[src/rtl/vga_timing_gen_pkg.sv]
// vga_timing_pkg
//   Shared constants for the 640x480 @ 60 Hz VGA timing generator.
//   Holds the default sync/porch/visible widths, the derived totals and
//   visible-window bounds, and the 10-bit coordinate type used on every
//   counter and coordinate output.
package vga_timing_pkg;

  // Default timing (pixels for horizontal, lines for vertical).
  localparam int DEF_CLK_DIV   = 2;
  localparam int DEF_H_SYNC    = 96;
  localparam int DEF_H_BACK    = 48;
  localparam int DEF_H_VISIBLE = 640;
  localparam int DEF_H_FRONT   = 16;
  localparam int DEF_V_SYNC    = 2;
  localparam int DEF_V_BACK    = 33;
  localparam int DEF_V_VISIBLE = 480;
  localparam int DEF_V_FRONT   = 10;

  // Derived totals and visible window (start inclusive, end exclusive).
  localparam int H_TOTAL     = DEF_H_SYNC + DEF_H_BACK + DEF_H_VISIBLE + DEF_H_FRONT;
  localparam int V_TOTAL     = DEF_V_SYNC + DEF_V_BACK + DEF_V_VISIBLE + DEF_V_FRONT;
  localparam int H_VIS_START = DEF_H_SYNC + DEF_H_BACK;
  localparam int H_VIS_END   = H_VIS_START + DEF_H_VISIBLE;
  localparam int V_VIS_START = DEF_V_SYNC + DEF_V_BACK;
  localparam int V_VIS_END   = V_VIS_START + DEF_V_VISIBLE;

  typedef logic [9:0] coord_t;

endpackage

[src/rtl/vga_timing_gen_if.sv]
// vga_timing_gen_if
//   Video timing bundle driven by vga_timing_gen.
//   master: timing generator (drives everything)
//   slave : pixel/colour stage (samples on pix_en cycles)
//   Signals: hsync, vsync (active low), bright, pix_en, frame_start,
//            hcount, vcount, x, y (10-bit coordinates).
interface vga_timing_gen_if;
  import vga_timing_pkg::*;

  logic   hsync;
  logic   vsync;
  logic   bright;
  logic   pix_en;
  logic   frame_start;
  coord_t hcount;
  coord_t vcount;
  coord_t x;
  coord_t y;

  modport master (
    output hsync, vsync, bright, pix_en, frame_start, hcount, vcount, x, y
  );

  modport slave (
    input hsync, vsync, bright, pix_en, frame_start, hcount, vcount, x, y
  );
endinterface

[src/rtl/vga_timing_gen_pixel_tick.sv]
// vga_pixel_tick
//   Pixel-rate enable divider: one-clk strobe every CLK_DIV system clocks.
//   Ports: clk, reset (sync, active high), pix_en (strobe out).
//   CLK_DIV legal range 1..16, so a 4-bit divide counter is enough.
module vga_pixel_tick #(
  parameter int CLK_DIV = 2
) (
  input  logic clk,
  input  logic reset,
  output logic pix_en
);

  localparam logic [3:0] DIV_LAST = 4'(CLK_DIV - 1);

  logic [3:0] div_cnt_reg;

  always_ff @(posedge clk) begin
    if (reset) begin
      div_cnt_reg <= '0;
    end else if (div_cnt_reg == DIV_LAST) begin
      div_cnt_reg <= '0;
    end else begin
      div_cnt_reg <= div_cnt_reg + 1'b1;
    end
  end

  // Gated by reset so that CLK_DIV=1 (DIV_LAST=0) still reads 0 while
  // reset is held.
  assign pix_en = !reset && (div_cnt_reg == DIV_LAST);

endmodule

[src/rtl/vga_timing_gen.sv]
// vga_timing_gen
//   640x480 @ 60 Hz VGA timing generator (defaults; all widths overridable).
//   Ports: clk, reset (sync, active high), bus (vga_timing_gen_if.master):
//     hsync/vsync  active-low syncs, registered, aligned with the counters
//     bright       visible-window flag, registered, aligned with the counters
//     hcount/vcount free-running position, advanced on pix_en
//     pix_en       pixel strobe, once every CLK_DIV clks
//     x/y          position inside the visible window (0 when not bright)
//     frame_start  high while the position is (0,0)
//   Line and frame order: sync, back porch, visible, front porch.
module vga_timing_gen
  import vga_timing_pkg::*;
#(
  parameter int CLK_DIV   = DEF_CLK_DIV,
  parameter int H_SYNC    = DEF_H_SYNC,
  parameter int H_BACK    = DEF_H_BACK,
  parameter int H_VISIBLE = DEF_H_VISIBLE,
  parameter int H_FRONT   = DEF_H_FRONT,
  parameter int V_SYNC    = DEF_V_SYNC,
  parameter int V_BACK    = DEF_V_BACK,
  parameter int V_VISIBLE = DEF_V_VISIBLE,
  parameter int V_FRONT   = DEF_V_FRONT
) (
  input  logic             clk,
  input  logic             reset,
  vga_timing_gen_if.master bus
);

  localparam coord_t LINE_LAST  = coord_t'(H_SYNC + H_BACK + H_VISIBLE + H_FRONT - 1);
  localparam coord_t FRAME_LAST = coord_t'(V_SYNC + V_BACK + V_VISIBLE + V_FRONT - 1);
  localparam coord_t HSYNC_END  = coord_t'(H_SYNC);
  localparam coord_t VSYNC_END  = coord_t'(V_SYNC);
  localparam coord_t VIS_H0     = coord_t'(H_SYNC + H_BACK);
  localparam coord_t VIS_H1     = coord_t'(H_SYNC + H_BACK + H_VISIBLE);
  localparam coord_t VIS_V0     = coord_t'(V_SYNC + V_BACK);
  localparam coord_t VIS_V1     = coord_t'(V_SYNC + V_BACK + V_VISIBLE);

  logic   pix_en;
  coord_t hcount_reg, hcount_next;
  coord_t vcount_reg, vcount_next;
  logic   hsync_reg, hsync_next;
  logic   vsync_reg, vsync_next;
  logic   bright_reg, bright_next;

  vga_pixel_tick #(
    .CLK_DIV(CLK_DIV)
  ) u_pixel_tick (
    .clk   (clk),
    .reset (reset),
    .pix_en(pix_en)
  );

  // Position advance; the last pixel of the last line wraps both to 0.
  always_comb begin
    hcount_next = hcount_reg;
    vcount_next = vcount_reg;
    if (pix_en) begin
      if (hcount_reg == LINE_LAST) begin
        hcount_next = '0;
        vcount_next = (vcount_reg == FRAME_LAST) ? '0 : vcount_reg + 1'b1;
      end else begin
        hcount_next = hcount_reg + 1'b1;
      end
    end
  end

  // Flags are decoded from the next position so that, once registered,
  // they line up with the counters without any lag.
  always_comb begin
    hsync_next  = (hcount_next >= HSYNC_END);
    vsync_next  = (vcount_next >= VSYNC_END);
    bright_next = (hcount_next >= VIS_H0) && (hcount_next < VIS_H1) &&
                  (vcount_next >= VIS_V0) && (vcount_next < VIS_V1);
  end

  // Reset parks the position on the last pixel of the frame so the first
  // pixel tick lands on (0,0) and the flags already match that position.
  always_ff @(posedge clk) begin
    if (reset) begin
      hcount_reg <= LINE_LAST;
      vcount_reg <= FRAME_LAST;
      hsync_reg  <= 1'b1;
      vsync_reg  <= 1'b1;
      bright_reg <= 1'b0;
    end else begin
      hcount_reg <= hcount_next;
      vcount_reg <= vcount_next;
      hsync_reg  <= hsync_next;
      vsync_reg  <= vsync_next;
      bright_reg <= bright_next;
    end
  end

  assign bus.hcount      = hcount_reg;
  assign bus.vcount      = vcount_reg;
  assign bus.hsync       = hsync_reg;
  assign bus.vsync       = vsync_reg;
  assign bus.bright      = bright_reg;
  assign bus.pix_en      = pix_en;
  assign bus.x           = bright_reg ? (hcount_reg - VIS_H0) : '0;
  assign bus.y           = bright_reg ? (vcount_reg - VIS_V0) : '0;
  assign bus.frame_start = (hcount_reg == '0) && (vcount_reg == '0);

endmodule

[src/flat_wrapper.sv]
// flat-port wrapper written by rule: the top's interface ports become plain ports
module vga_timing_gen_flat import vga_timing_pkg::*;
#(
  parameter int CLK_DIV   = DEF_CLK_DIV,
  parameter int H_SYNC    = DEF_H_SYNC,
  parameter int H_BACK    = DEF_H_BACK,
  parameter int H_VISIBLE = DEF_H_VISIBLE,
  parameter int H_FRONT   = DEF_H_FRONT,
  parameter int V_SYNC    = DEF_V_SYNC,
  parameter int V_BACK    = DEF_V_BACK,
  parameter int V_VISIBLE = DEF_V_VISIBLE,
  parameter int V_FRONT   = DEF_V_FRONT
)
  (clk, reset, bus_hsync, bus_vsync, bus_bright, bus_pix_en, bus_frame_start, bus_hcount, bus_vcount, bus_x, bus_y);
  vga_timing_gen_if bus_i ();
  input  logic clk;
  input  logic reset;
  output wire logic [$bits(bus_i.hsync)-1:0] bus_hsync;
  output wire logic [$bits(bus_i.vsync)-1:0] bus_vsync;
  output wire logic [$bits(bus_i.bright)-1:0] bus_bright;
  output wire logic [$bits(bus_i.pix_en)-1:0] bus_pix_en;
  output wire logic [$bits(bus_i.frame_start)-1:0] bus_frame_start;
  output wire logic [$bits(bus_i.hcount)-1:0] bus_hcount;
  output wire logic [$bits(bus_i.vcount)-1:0] bus_vcount;
  output wire logic [$bits(bus_i.x)-1:0] bus_x;
  output wire logic [$bits(bus_i.y)-1:0] bus_y;
  assign bus_hsync = bus_i.hsync;
  assign bus_vsync = bus_i.vsync;
  assign bus_bright = bus_i.bright;
  assign bus_pix_en = bus_i.pix_en;
  assign bus_frame_start = bus_i.frame_start;
  assign bus_hcount = bus_i.hcount;
  assign bus_vcount = bus_i.vcount;
  assign bus_x = bus_i.x;
  assign bus_y = bus_i.y;
  vga_timing_gen #(.CLK_DIV(CLK_DIV), .H_SYNC(H_SYNC), .H_BACK(H_BACK), .H_VISIBLE(H_VISIBLE), .H_FRONT(H_FRONT), .V_SYNC(V_SYNC), .V_BACK(V_BACK), .V_VISIBLE(V_VISIBLE), .V_FRONT(V_FRONT)) u_core (.clk(clk), .reset(reset), .bus(bus_i));
endmodule
[config.mk]
export PLATFORM = sky130hd
export DESIGN_NAME = vga_timing_gen_flat
export DESIGN_NICKNAME = d
export VERILOG_FILES = /design/src/rtl/vga_timing_gen_pkg.sv /design/src/rtl/vga_timing_gen_if.sv /design/src/rtl/vga_timing_gen_pixel_tick.sv /design/src/rtl/vga_timing_gen.sv /design/src/flat_wrapper.sv
export SDC_FILE = /design/constraint.sdc
export NUM_CORES = 1
export LEC_CHECK = 0
export BUFFER_PORTS_ARGS = -buffer_cell sky130_fd_sc_hd__buf_4
export CAP_MARGIN = 20
export CORE_UTILIZATION = 53
export CTS_CLUSTER_DIAMETER = 50
export DETAILED_ROUTE_END_ITERATION = 16
export GPL_TIMING_DRIVEN = 0
export PLACE_DENSITY = 0.83
export SETUP_SLACK_MARGIN = 0.15
export SYNTH_ARGS = -nofsm -noshare
export SYNTH_HDL_FRONTEND = slang
export SYNTH_SLANG_ARGS = --single-unit
[constraint.sdc]
create_clock -name clk -period 3.4 [get_ports clk]
set_input_delay 0.34 -clock clk [delete_from_list [all_inputs] [get_ports clk]]
set_output_delay 0.34 -clock clk [all_outputs]
set_load 0.01 [all_outputs]
==> metrics.log <==
[metrics] vias post-DR: about 1.9k
[metrics] Setup Viol. Count Final: 0
[metrics] Peak VDD IR: between 0.2 and 0.25 mV
[metrics] worst skew pair latency: 330 ps
[metrics] total CTS buffers: 3
[metrics] CTS H-Tree Depth: 1
[metrics] peak fanout along the critical path: 6
[metrics] type of the tightest min-delay check: in2reg
[metrics] pwr dens: between 300 and 400 nW/um^2
[metrics] via count of the first global-routing pass: 1,677
[metrics] antenna diode instance count: 0
[metrics] number of port buffers: 45
[metrics] final cell count without fillers: about 350
[metrics] final hold violations: 0
[metrics] initial core utilization: 56.55%
[metrics] site row count: 21
[metrics] max-slew violation count: 0
[metrics] core outline area: roughly 3400 sq um
[metrics] period utilization: roughly nine tenths
[metrics] worst-case clock buffer depth: 2
[metrics] start of the worst register-to-register path: u_core.u_pixel_tick.div_cnt_reg[0]
[metrics] ratio of cells with drive above 1 in the final layout: approximately 21%
[metrics] P&R area growth vs syn: 22.45%
[metrics] transition time at the pin with the least slew margin: between 600 and 700 ps
[metrics] ratio of routed vias to standard cells: around 5.5
[metrics] distinct cell type count of the synthesized netlist: 47
[metrics] cell chosen for the clock root: sky130_fd_sc_hd__clkbuf_4
[metrics] die outline width: slightly above 60 microns
[metrics] CP required: approximately 3700 ps
[metrics] DP Cell Count: 341
[metrics] largest net degree at the start of global routing: 16
[metrics] shortest clock period the worst path allows after layout: 3113 ps
[metrics] hold bufs inserted after CTS: 0
[metrics] I/O pins: 47
[metrics] worst clock skew: approximately 12 ps
[metrics] cell area reported after detailed placement: around 2300 sq um
[metrics] total number of yosys warnings: 0
[metrics] Critical Path Source Type: flip-flop
[metrics] Avg Cell Area, Syn: approximately 7.7 sq um
[metrics] Reg clk slew, reported paths: around 150 ps
[metrics] Die Span Y: 62.14 microns
[metrics] fin nets: approximately 310
[metrics] arrival time of data at the critical path endpoint: 3360 ps
[metrics] post-synthesis instance total: 250
[metrics] most common library cell in the layout ignoring fill and taps: sky130_fd_sc_hd__buf_4
[metrics] Peak Freq: between 300 and 400 MHz
[metrics] outcome: complete, no violations
[metrics] register bit total from synthesis: 27
[metrics] First DRT Iteration DRCs: ~100
[metrics] total wirelength of the detailed-routed design: 4556 microns
[metrics] post-route ant nets: 0
[metrics] number of antenna violations at the first check in global routing: 0
[metrics] total of max-cap violations: 0
[metrics] DRC viols: 0
[metrics] WL per Instance: 13.21 microns
[metrics] top library cells by usage in the layout, fill and taps aside: sky130_fd_sc_hd__buf_4 (45), sky130_fd_sc_hd__dfxtp_1 (27), sky130_fd_sc_hd__nor2_1 (25), sky130_fd_sc_hd__and2_1 (15), sky130_fd_sc_hd__nand2_1 (15)
[metrics] Sink Count: 27
[metrics] half-perimeter wire length after detailed placement: about 3400 microns
[metrics] launch point of the critical path: u_core.u_pixel_tick.div_cnt_reg[0]
[metrics] gr ovfl total: 0
[metrics] number of detailed-route iterations in the first pass: 4
[metrics] number of enable-type register cells in the synthesized netlist: 0
[metrics] top_reg_cell synth: sky130_fd_sc_hd__dfxtp_1
[metrics] total power draw: ~830 uW
[metrics] TritonCTS clock tree: built
[metrics] share of synthesized flip-flops with an asynchronous set or reset: 0%
[metrics] setup repair after global routing missed its margin: no
[metrics] die outline area: approximately 3900 sq um
[metrics] first-pass GRT wire length: roughly 7500 microns
[metrics] post-synth net total: ~260
[metrics] Setup Crit Path Kind: reg2reg
[metrics] Layout Cell Area excl Fill: 2347 sq um
[metrics] cell area after synthesis: 1917 sq um
[metrics] startpoint of the most critical hold path: reset
[metrics] worst max-slew margin expressed relative to the limit: between 50 and 60%
[metrics] final total negative setup slack: 0 ps
[metrics] reported leakage power: 1.016 nW
[metrics] critical path endpoint category: flip-flop
[metrics] combined global-route utilization of all metal layers: a little under a quarter
[metrics] placer's final routability congestion estimate: approximately 0.89
[metrics] part of the Yosys area used for sequential elements: 28.20%
## cell families after synthesis
group                      synth area share, %
xor gates and xnor gates                 9.138
DFF                                      28.20
buffers and inverters                    6.070
adders and majority gates                6.527
AOI/OAI and AO/OA                        15.80
and+or+nand+nor                          34.27
## through the flow
step                      worst slack [ps]  utilization (%)  hold slack, ps
after floorplan                      457.8                -           464.0
after global placement               316.6            68.22           486.7
after detailed placement             310.9            68.22           492.5
after CTS                            277.3            69.03           180.3
after global routing                 150.5            69.25           175.0
final                                287.0            69.25           179.9
## repair_timing
action | in CTS | in global routing
endpoints found under the hold margin | 0 | 0
gates resized for setup | 0 | 3
endpoints found under the setup margin | 0 | 1
buffers inserted | 0 | 0
## cells in the mapped netlist, types with 10 or more instances
cell type	n	area share [%]
sky130_fd_sc_hd__dfxtp_1	27	28
sky130_fd_sc_hd__clkbuf_1	12	2.3
sky130_fd_sc_hd__xnor2_1	11	5.0
sky130_fd_sc_hd__and2_1	15	4.9
sky130_fd_sc_hd__nand2_1	15	2.9
sky130_fd_sc_hd__inv_1	11	2.2
sky130_fd_sc_hd__nor3_1	14	3.7
sky130_fd_sc_hd__ha_1	10	6.5
sky130_fd_sc_hd__nor2_1	25	4.9
sky130_fd_sc_hd__nand3_1	10	2.6
sky130_fd_sc_hd__o21ai_0	11	2.9
sky130_fd_sc_hd__a21oi_1	11	2.9
## critical path, stage by stage, from the launching register on
cell	delay (ps)
sky130_fd_sc_hd__dfxtp_1	410
sky130_fd_sc_hd__ha_1	190
sky130_fd_sc_hd__or4b_4	510
sky130_fd_sc_hd__or4_4	570
sky130_fd_sc_hd__or4_4	540
sky130_fd_sc_hd__o211ai_2	100
sky130_fd_sc_hd__a311oi_2	80
sky130_fd_sc_hd__o31a_1	300
sky130_fd_sc_hd__a2111oi_2	340
## report_power, final
group / switching (mW) / internal (mW)
Clock: 0.0962 / 0.0442
Sequential: 0.0439 / 0.345
Combinational: 0.170 / 0.132
Total: 0.310 / 0.521
## area by class of cell
cell class	count	area, sq um
multi-input combinational	195	1266
fill	299	1042
sequential	27	540.5
timing repair buffer	45	337.8
buffer	17	76.32
tap	46	57.56
inverter	11	41.29
clock buffer	3	22.52
clock inverter	1	5.005
## worst paths after layout
check | to | slack (ps) | cells after the start
worst max-delay path | u_core.bus.bright | 290 | 8
worst max register to register | u_core.bus.bright | 290 | 8
worst min register to register | u_core.u_pixel_tick.div_cnt_reg[0] | 520 | 1
worst min-delay path | u_core.bus.bright | 180 | 2
## per-layer routing
layer	global-route usage, %	wire (microns)
met1	30.84	2084
met2	39.29	2074
met3	3.309	319
met4	10.47	77
met5	0	0
Note: power is estimated with default switching activity, not from simulation.
